$ cat config.mk
export PLATFORM = sky130hd
export DESIGN_NAME = data_sync
export DESIGN_NICKNAME = d
export VERILOG_FILES = /design/src/rtl/data_sync_pkg.sv /design/src/rtl/bit_sync.sv /design/src/rtl/data_sync.sv
export SDC_FILE = /design/constraint.sdc
export NUM_CORES = 1
export LEC_CHECK = 0
export ABC_AREA = 1
export BUFFER_PORTS_ARGS = -buffer_cell sky130_fd_sc_hd__buf_2
export CAP_MARGIN = 15
export CORE_AREA = 2 2 39 41
export CTS_CLUSTER_DIAMETER = 120
export DETAILED_ROUTE_END_ITERATION = 10
export DIE_AREA = 0 0 41 43
export MAX_ROUTING_LAYER = met4
export PLACE_DENSITY = 0.72
export SKIP_CTS_REPAIR_TIMING = 1
export SYNTH_ARGS = -nofsm -noshare
export SYNTH_HDL_FRONTEND = slang
export SYNTH_HIERARCHICAL = 1
export SYNTH_SLANG_ARGS = --single-unit
export TNS_END_PERCENT = 1
$ cat constraint.sdc
create_clock -name CLK -period 1.75 [get_ports CLK]
set_input_delay 0.175 -clock CLK [delete_from_list [all_inputs] [get_ports CLK]]
set_output_delay 0.175 -clock CLK [all_outputs]
set_load 0.02 [all_outputs]
$ cat src/rtl/data_sync_pkg.sv
// data_sync shared constants and helpers.
// Optional capture counter is enabled with DATA_SYNC_CNT_EN.
package data_sync_pkg;

   localparam int DEF_NUM_STAGES = 2;
   localparam int DEF_BUS_WIDTH  = 8;
   localparam int CNT_WIDTH      = 8;

   function automatic logic rise_det(
      input logic cur,
      input logic prev
   );
      return cur & ~prev;
   endfunction

endpackage

$ cat src/rtl/bit_sync.sv
// Multi-flop level synchroniser, one chain per bit.
// Every flop clears asynchronously on RST low.
module bit_sync #(
   parameter int NUM_STAGES = 2,
   parameter int BUS_WIDTH  = 1
) (
   input  logic                 CLK,
   input  logic                 RST,
   input  logic [BUS_WIDTH-1:0] ASYNC,
   output logic [BUS_WIDTH-1:0] SYNC
);

   logic [BUS_WIDTH-1:0] stage_q [NUM_STAGES];

   // shift the async level through the flop chain
   always_ff @(posedge CLK or negedge RST) begin
      if (!RST) begin
         for (int i = 0; i < NUM_STAGES; i++) begin
            stage_q[i] <= '0;
         end
      end else begin
         stage_q[0] <= ASYNC;
         for (int i = 1; i < NUM_STAGES; i++) begin
            stage_q[i] <= stage_q[i-1];
         end
      end
   end

   assign SYNC = stage_q[NUM_STAGES-1];

endmodule

$ cat src/rtl/data_sync.sv
// Bus synchroniser: enable is synchronised, data captured on its rise.
// DATA_SYNC_CNT_EN adds the CAPTURE_CNT output.
module data_sync
   import data_sync_pkg::*;
#(
   parameter int NUM_STAGES = DEF_NUM_STAGES,
   parameter int BUS_WIDTH  = DEF_BUS_WIDTH
) (
   input  logic                 CLK,
   input  logic                 RST,
   input  logic [BUS_WIDTH-1:0] UNSYNC_BUS,
   input  logic                 BUS_ENABLE,
   output logic [BUS_WIDTH-1:0] SYNC_BUS,
   output logic                 ENABLE_PULSE
`ifdef DATA_SYNC_CNT_EN
   ,
   output logic [CNT_WIDTH-1:0] CAPTURE_CNT
`endif
);

   logic sync_en;
   logic prev_en;
   logic rise;

   bit_sync #(
      .NUM_STAGES (NUM_STAGES),
      .BUS_WIDTH  (1)
   ) u_en_sync (
      .CLK   (CLK),
      .RST   (RST),
      .ASYNC (BUS_ENABLE),
      .SYNC  (sync_en)
   );

   assign rise = rise_det(sync_en, prev_en);

   // remember last synchronised enable for edge detection
   always_ff @(posedge CLK or negedge RST) begin
      if (!RST) begin
         prev_en <= 1'b0;
      end else begin
         prev_en <= sync_en;
      end
   end

   // data is only sampled once the enable has settled in this domain
   always_ff @(posedge CLK or negedge RST) begin
      if (!RST) begin
         SYNC_BUS     <= '0;
         ENABLE_PULSE <= 1'b0;
      end else begin
         ENABLE_PULSE <= rise;
         if (rise) begin
            SYNC_BUS <= UNSYNC_BUS;
         end
      end
   end

`ifdef DATA_SYNC_CNT_EN
   // count captures, wrapping naturally at the counter width
   always_ff @(posedge CLK or negedge RST) begin
      if (!RST) begin
         CAPTURE_CNT <= '0;
      end else if (rise) begin
         CAPTURE_CNT <= CAPTURE_CNT + CNT_WIDTH'(1);
      end
   end
`else
   // no capture counter in this build
`endif

endmodule
==> impl_metrics.py, run 1 <==
metrics = {
    "min_path": {
        "whs_endpoint": "SYNC_BUS[5]",
        "hold_start": "UNSYNC_BUS[5]",
        "hp-class": "primary input to flip-flop",
        "hold_depth": 3,
    },
    "finish": {
        "fill_cells": 146,
        "synthToLayoutAreaGrowth_pct": 35.9,
        "register_area_um2": 300,
        "fin_area_um2": 607,
        "drive_gt1_frac": 0.422,
        "insertedDiodeCount": 0,
        "multiInputGateArea_um2": 125,
        "fin_cells": 80,
        "final_nets": 76,
    },
    "worst_setup_path": {
        "cp_cell_sequence": "buf_2",
        "rr_endpoint": "SYNC_BUS[1]",
        "ff2ff_path_depth": 3,
        "reg2reg_from": "u_en_sync/SYNC",
        "cp_num_buf_inv": 1,
        "crit_family": "flip-flops",
        "worstPathRequired_ps": 1570,
        "start_kind": "flip-flop",
        "worstSetupPathType": "flip-flop to output pin",
        "worst_path_max_delay_cell": "dfrtp_1",
        "cp_max_fo": 2,
        "end_kind": "output pin",
        "worstPathArrival_ps": 820,
        "rrSetupSlack_ps": 820,
        "cpPeakStageDelay_ps": 390,
    },
    "synthesis": {
        "yosysMostFrequentCell": "nand2_1",
        "ys_top_cells_by_area": "dfrtp_1 (67%), nand2_1 (12%), nand3_1 (9.0%)",
        "synth_edf_count": 0,
        "ys_types": 8,
        "synth_nets": 51,
        "yosysSeqAreaShare": 0.672,
        "yosysWarnings": 6,
        "synth_top_area_frac": 0.672,
        "synthArstFlopShare": 1.00,
        "synth_commonest_cells": "nand2_1 (14), dfrtp_1 (12), nand3_1 (8)",
        "synth_cells": 40,
        "synthFlopType": "dfrtp_1",
        "ys_ff_latch": 12,
        "yosysTopAreaCell": "dfrtp_1",
        "synth.avg_cell_area_um2": 11.2,
        "synth_area_um2": 447,
    },
    "grt": {
        "overflow": 0,
        "grt_max_degree": 13,
        "grt_busiest_layer": "met1",
        "grtUsageMet1": 0.163,
        "antenna_found_initial": 0,
        "use_met3": 0.0628,
        "grt_first_pass_wirelength_mm": 1.27,
        "grt_pass1_vias": 286,
        "gr-usage-met2": 0.116,
        "grt_usage": 0.118,
    },
    "die": {
        "dieArea_mm2": 0.00176,
        "rows": 14,
        "core_area_mm2": 0.00138,
        "die_y_um": 43,
        "ios": 20,
        "initial_utilization": 0.323,
        "die_w_um": 41,
    },
    "route": {
        "drt_first_pass_iters": 4,
        "wl_per_cell_um": 9.71,
        "ant_nets": 0,
        "wl_um": 777,
        "avgViaCountPerCell": 4.13,
        "drc_errors": 0,
        "vias": 330,
        "drtIter0Drc": 4,
    },
    "pwr": {
        "p_comb_frac": 0.167,
        "internal-power_w": 0.000473,
        "p_per_area_mw_per_mm2": 1070,
        "seq_power_share": 0.498,
        "switching_share": 0.269,
        "p_leak_nw": 0.339,
        "peakVddDrop_v": 0.000403,
        "p_clk_frac": 0.334,
        "power.switching_w": 0.000174,
    },
    "sta": {
        "maxSlewViolCount": 0,
        "clock_skew_ps": 1.43,
        "fin_tns_setup_ps": 0,
        "rsz0062_at_grt": "no",
        "hold_viol": 0,
        "setup_violations": 0,
        "slew_headroom": 0.729,
        "fin_crit_sh": 0.569,
        "clock.fmax_ghz": 1.00,
        "min_period_ps": 995,
        "fin_ws_ps": 755,
        "worstMarginPinSlew_ps": 406,
    },
    "clocking": {
        "htree_levels": 1,
        "clock_latency_ps": 270,
        "root_buffer": "clkbuf_4",
        "numCtsBuffers": 3,
        "cts_buffer_depth": 2,
        "cts_tree": "yes",
        "cts_sinks": 12,
        "clkTransAtPathRegs_ps": 70,
    },
    "placed_design": {
        "dp_slack_ps": 819,
        "portBuffers": 19,
        "dpl.hpwl_um": 589,
        "place_area_um2": 551,
        "finalWeightedCongestion": 0.675,
        "dp.cells": 74,
    },
    "job": {
        "drv_cap": 0,
    },
    "outcome": {
        "outcome": "finished, final reports clean",
    },
}
[power by group through the flow]
stage               clock network [W]  logic [W]  registers (W)
floorplan                           0  0.0000348       0.000357
global placement                    0   0.000106       0.000329
CTS                          0.000227   0.000108       0.000323
detailed placement                  0   0.000107       0.000329
global route                 0.000246   0.000121       0.000327
finish                       0.000216   0.000108       0.000323
[area by class of cell]
type / count / area share
Sequential cell: 12 / 0.495
Multi-Input combinational cell: 25 / 0.206
Timing Repair Buffer: 21 / 0.190
Clock buffer: 4 / 0.0598
Tap cell: 16 / 0.0330
Inverter: 2 / 0.0165
[cells by family after synthesis]
group | Yosys count | share of synthesized area
and+or+nand+nor | 25 | 0.280
DFF | 12 | 0.672
buffers and inverters | 3 | 0.0476
[how the worst max path moves through the flow]
stage                     depth (start not counted)     endpoint           start  slack (ps)
after floorplan                                   4  SYNC_BUS[0]         prev_en         980
after global placement                            3  SYNC_BUS[6]  u_en_sync/SYNC         840
after detailed placement                          3  SYNC_BUS[1]  u_en_sync/SYNC         820
after CTS                                         1  SYNC_BUS[2]     SYNC_BUS[2]         740
after global routing                              1  SYNC_BUS[3]     SYNC_BUS[3]         690
final                                             1  SYNC_BUS[2]     SYNC_BUS[2]         750
[cell usage in the layout, fill, tap and decap left out]
master         netlist  final
clkbuf_8             0      1
clkbuf_4             0      3
dfrtp_1             12     12
nand2_8              1      1
buf_2                0     19
nand3_1              8      8
inv_4                1      1
nand2_2              2      2
nand2_1             14     14
dlygate4sd3_1        0      2
inv_1                1      1
[layer usage]
layer / up-vias / part of all wire
met3: 0 / 0.080
met1: 137 / 0.52
met2: 15 / 0.40
li1: 178 / -
met5: - / 0
met4: 0 / 0
[worst register-to-register path, stage by stage, from the launching register on]
cell	delay [ps]
dfrtp_1	590
nand2_8	110
nand2_1	70
nand2_1	50
[per-stage QoR]
step / hold slack (ps) / utilization / total power (W)
after detailed placement: 64.4 / 0.398 / 0.000436
after global routing: 116 / 0.439 / 0.000694
after CTS: -238 / 0.424 / 0.000658
after global placement: 57.3 / 0.398 / 0.000435
final: 135 / 0.439 / 0.000647
after floorplan: -121 / - / 0.000392
[sequential cells by signal (all words and copies together) (netlist names)]
name	flops
prev_en	1
SYNC_BUS	8
u_en_sync/stage_q	1
u_en_sync/SYNC	1
ENABLE_PULSE	1
No activity file was read; power rests on OpenSTA's default activity.
==> inputs of run 2 (changes only) <==
ABC_AREA = 0   (was 1)
PLACE_DENSITY = 0.73   (was 0.72)
clock period = 0.95 ns   (was 1.75 ns; I/O delays follow)
==> run 2 against run 1 <==
Effect of this change:
- the run now ends with negative setup slack left
- sequential cell count is the same
- routed wire length is 6.2% lower
- die area stayed put
- clock skew increased by 0.94 ps
- critical endpoint is now SYNC_BUS[2]
- worst setup slack worse by 900 ps
- design area rose by 6.8%
- highest routed layer unchanged
==> impl_metrics.py, run 2 <==
metrics = {
    "outcome": {
        "outcome": "complete, but fails checks",
        "violations": "negative setup slack",
    },
    "placed_design": {
        "portBuffers": 19,
        "finalWeightedCongestion": 0.578,
        "dp.cells": 59,
        "dpl.hpwl_um": 573,
        "dp_slack_ps": -131,
    },
    "synthesis": {
        "yosysMostFrequentCell": "dfrtp_1",
        "synthFlopType": "dfrtp_1",
        "synthArstFlopShare": 1.00,
        "ys_top_cells_by_area": "dfrtp_1 (66%), mux2_4 (26%), buf_12 (4.4%)",
        "synth_cells": 22,
        "synth_area_um2": 454,
        "synth_nets": 33,
        "yosysSeqAreaShare": 0.661,
        "synth.avg_cell_area_um2": 20.6,
        "synth_commonest_cells": "dfrtp_1 (12), mux2_4 (8), buf_12 (1), nor2b_4 (1)",
        "yosysWarnings": 6,
        "yosysTopAreaCell": "dfrtp_1",
        "synth_edf_count": 0,
        "synth_top_area_frac": 0.661,
        "ys_ff_latch": 12,
        "ys_types": 4,
    },
    "route": {
        "drc_errors": 0,
        "ant_nets": 0,
        "avgViaCountPerCell": 4.02,
        "wl_um": 729,
        "drtIter0Drc": 2,
        "vias": 265,
        "wl_per_cell_um": 11.0,
        "drt_first_pass_iters": 2,
    },
    "finish": {
        "final_nets": 62,
        "fill_cells": 122,
        "fin_cells": 66,
        "mostFrequentLayoutCell": "buf_2",
        "drive_gt1_frac": 0.720,
        "largest_reg_flops": 8,
        "synthToLayoutAreaGrowth_pct": 42.7,
        "post-route-util": 0.468,
        "largest_register": "SYNC_BUS",
        "final_cell_mix": "buf_2 (19), dfrtp_1 (12), mux2_4 (8)",
        "insertedDiodeCount": 0,
    },
    "worst_setup_path": {
        "cp_max_fo": 7,
        "end_kind": "flip-flop",
        "start_kind": "flip-flop",
        "worstPathRequired_ps": 1100,
        "worstPathArrival_ps": 1240,
        "worstSetupPathType": "flip-flop to flip-flop",
    },
    "sta": {
        "slew_headroom": 0.832,
        "rsz0062_at_grt": "yes",
        "hold_viol": 0,
        "clock_skew_ps": 2.37,
        "min_period_ps": 1090,
        "fin_hold_ws_ps": 62.6,
        "fin_crit_sh": 1.15,
        "fin_ws_ps": -142,
        "setup_violations": 8,
        "maxSlewViolCount": 0,
        "worstMarginPinSlew_ps": 252,
        "clock.fmax_ghz": 0.915,
    },
    "pwr": {
        "p_leak_nw": 0.338,
        "finalPower_w": 0.00126,
        "peakVddDrop_v": 0.00120,
        "p_per_area_mw_per_mm2": 1950,
    },
    "job": {
        "drv_cap": 0,
    },
    "grt": {
        "grt_usage": 0.103,
        "overflow": 0,
        "grt_max_degree": 13,
        "antenna_found_initial": 0,
        "grt_first_pass_wirelength_mm": 1.19,
        "grt_pass1_vias": 280,
    },
    "clocking": {
        "clock_latency_ps": 260,
        "root_buffer": "clkbuf_4",
        "clkTransAtPathRegs_ps": 80,
        "cts_tree": "yes",
        "htree_levels": 1,
        "numCtsBuffers": 3,
        "cts_sinks": 12,
        "cts_buffer_depth": 2,
    },
    "die": {
        "die_y_um": 43,
        "core_area_mm2": 0.00138,
        "dieArea_mm2": 0.00176,
        "ios": 20,
        "initial_utilization": 0.328,
        "rows": 14,
        "die_w_um": 41,
    },
    "min_path": {
        "hp-class": "primary input to flip-flop",
    },
}
## run 2: changes by cell type in the layout (fill, tap and decap cells not counted)
cell,previous run,this run
nand3_1,8,0
buf_12,0,1
inv_4,1,0
inv_1,1,0
mux2_4,0,8
nor2b_4,0,1
nand2_8,1,0
nand2_1,14,0
nand2_2,2,0
buf_4,0,3
## run 2: metal layers
layer / track usage / routed length [µm]
met3: 0.0471 / 45
met2: 0.147 / 354
met4: 0 / 0
met5: - / 0
met1: 0.144 / 329
## run 2: worst max-delay path, stage by stage (launching register included)
cell	delay, ps
dfrtp_1	400
nor2b_4	150
buf_12	140
mux2_4	300
## run 2: path summary, 6_finish.rpt
path / from / cells past startpoint / slack (ps) / endpoint
max: prev_en / 3 / -140 / SYNC_BUS[2]
min: UNSYNC_BUS[5] / 2 / 60 / SYNC_BUS[5]
max reg2reg: prev_en / 3 / -140 / SYNC_BUS[2]
min reg2reg: u_en_sync/stage_q[1] / 0 / 360 / u_en_sync/SYNC
max in group asynchronous: RST / 2 / 520 / ENABLE_PULSE
min in group asynchronous: RST / 2 / 220 / SYNC_BUS[4]
## run 2: kinds of logic (layout without fill, tap and decap cells)
group | Yosys count | count (layout) | share of synthesized area
DFF | 12 | 12 | 0.661
muxes | 8 | 8 | 0.264
buffers and inverters | 1 | 29 | 0.0441
and+or+nand+nor | 1 | 1 | 0.0303
## run 2: power breakdown
| part | switching (W) | total, W | internal [W] |
|---|---|---|---|
| sequential | 0.0000294 | 0.000598 | 0.000569 |
| combinational | 0.000127 | 0.000270 | 0.000144 |
| clock | 0.000161 | 0.000393 | 0.000232 |
| total | 0.000317 | 0.00126 | 0.000945 |
## run 2: metrics by stage
stage                     area, µm²  TNS [ps]
after floorplan                 454      -742
after global placement          584      -882
after detailed placement        584      -994
after CTS                       621     -1130
after global routing            648     -1370
final                           648     -1080
## run 2: layout make-up
type                       count  area [µm²]  share of cell area
clock buffer                   4        36.3              0.0560
multi-input combinational      9         134               0.207
sequential                    12         300               0.463
tap                           16        20.0              0.0309
timing repair buffer          25         158               0.243
==> inputs of run 3 (changes only) <==
clock period = 1.1 ns   (was 0.95 ns; I/O delays follow)
==> run 3 against run 2 <==
Effect of this change:
- worst setup slack gained 160 ps
- clock-buffer cell count fell by 1
- the flow now finishes without violations
- via count is 2.6% higher
- routed wire length rose by 0.27%
- clock skew shrank 0.91 ps
- highest routed layer unchanged
- register-to-register slack improved by 160 ps
==> impl_metrics.py, run 3 (synthesis results as in run 2) <==
metrics = {
    "worst_setup_path": {
        "start_kind": "flip-flop",
        "ff2ff_path_depth": 3,
        "worstPathRequired_ps": 1250,
        "end_kind": "flip-flop",
        "worstSetupPathType": "flip-flop to flip-flop",
        "cp_max_fo": 7,
        "worstPathArrival_ps": 1230,
    },
    "pwr": {
        "p_leak_nw": 0.321,
        "peakVddDrop_v": 0.000715,
        "p_per_area_mw_per_mm2": 1610,
    },
    "finish": {
        "mostFrequentLayoutCell": "buf_2",
        "drive_gt1_frac": 0.702,
        "fill_cells": 127,
        "final_nets": 60,
        "synthToLayoutAreaGrowth_pct": 36.4,
        "final_cell_mix": "buf_2 (19), dfrtp_1 (12), mux2_4 (8)",
        "post-route-util": 0.448,
        "largest_register": "SYNC_BUS",
        "insertedDiodeCount": 0,
        "largest_reg_flops": 8,
    },
    "route": {
        "avgViaCountPerCell": 4.32,
        "ant_nets": 0,
        "wl_per_cell_um": 11.6,
        "vias": 272,
        "drtIter0Drc": 6,
        "drt_first_pass_iters": 2,
        "wl_um": 731,
        "drc_errors": 0,
    },
    "sta": {
        "min_period_ps": 1090,
        "clock.fmax_ghz": 0.920,
        "clock_skew_ps": 1.46,
        "slew_headroom": 0.822,
        "maxSlewViolCount": 0,
        "hold_viol": 0,
        "fin_crit_sh": 0.988,
        "fin_ws_ps": 13.2,
        "worstMarginPinSlew_ps": 267,
        "rsz0062_at_grt": "yes",
        "setup_violations": 0,
    },
    "placed_design": {
        "dp_slack_ps": 24.0,
        "dpl.hpwl_um": 553,
        "portBuffers": 19,
        "finalWeightedCongestion": 0.582,
    },
    "die": {
        "die_y_um": 43,
        "rows": 14,
        "die_w_um": 41,
        "dieArea_mm2": 0.00176,
        "ios": 20,
        "initial_utilization": 0.328,
        "core_area_mm2": 0.00138,
    },
    "clocking": {
        "numCtsBuffers": 3,
        "cts_buffer_depth": 2,
        "clkTransAtPathRegs_ps": 70,
        "clock_latency_ps": 260,
        "cts_sinks": 12,
        "cts_tree": "yes",
        "htree_levels": 1,
        "root_buffer": "clkbuf_4",
    },
    "grt": {
        "grt_usage": 0.113,
        "grt_pass1_vias": 277,
        "grt_first_pass_wirelength_mm": 1.26,
        "antenna_found_initial": 0,
        "overflow": 0,
        "grt_max_degree": 13,
    },
    "min_path": {
        "hp-class": "primary input to flip-flop",
        "hold_depth": 2,
    },
    "job": {
        "drv_cap": 0,
    },
    "outcome": {
        "outcome": "finished, final reports clean",
    },
}
-- run 3: where the power goes --
group	switching, W	total, W	internal [W]	leakage (nW)
Combinational	0.000107	0.000227	0.000120	0.165
Sequential	0.0000270	0.000519	0.000492	0.142
Clock	0.000124	0.000250	0.000126	0.0138
Total	0.000259	0.000997	0.000738	0.321
-- run 3: final cells by class --
type                            instances  area [µm²]  area share
Multi-Input combinational cell          9         134       0.216
Tap cell                               16        20.0      0.0323
Clock buffer                            3        22.5      0.0364
Sequential cell                        12         300       0.485
Timing Repair Buffer                   23         143       0.230
-- run 3: final timing paths --
check | from | endpoint | slack, ps
min | UNSYNC_BUS[7] | SYNC_BUS[7] | 80
max reg2reg | prev_en | SYNC_BUS[5] | 10
min in group asynchronous | RST | ENABLE_PULSE | 250
max | prev_en | SYNC_BUS[5] | 10
max in group asynchronous | RST | SYNC_BUS[1] | 640
min reg2reg | u_en_sync/stage_q[1] | u_en_sync/SYNC | 350
-- run 3: routing by layer --
layer / vias up / track usage / wire length (µm)
li1: 127 / - / -
met5: - / - / 0
met2: 10 / 0.131 / 350
met1: 135 / 0.163 / 337
met3: 0 / 0.0628 / 42
met4: 0 / 0.0400 / 0
-- run 3: critical path, cell delays in order (launching register included) --
cell and delay [ps]:
dfrtp_1 390, nor2b_4 140, buf_12 140, mux2_4 300
-- run 3: metrics by stage --
stage / power, W / hold slack (ps) / TNS (ps) / std cells / instance area (µm²)
3_5_place_dp: 0.000752 / -0.402 / 0 / 58 / 577
6_report: 0.000997 / 81.2 / 0 / 63 / 619
5_1_grt: 0.00106 / 64.7 / -216 / 63 / 619
4_1_cts: 0.00101 / -288 / 0 / 61 / 599
3_3_place_gp: 0.000748 / -4.48 / 0 / 58 / 577
2_1_floorplan: 0.000667 / -186 / 0 / 22 / 454
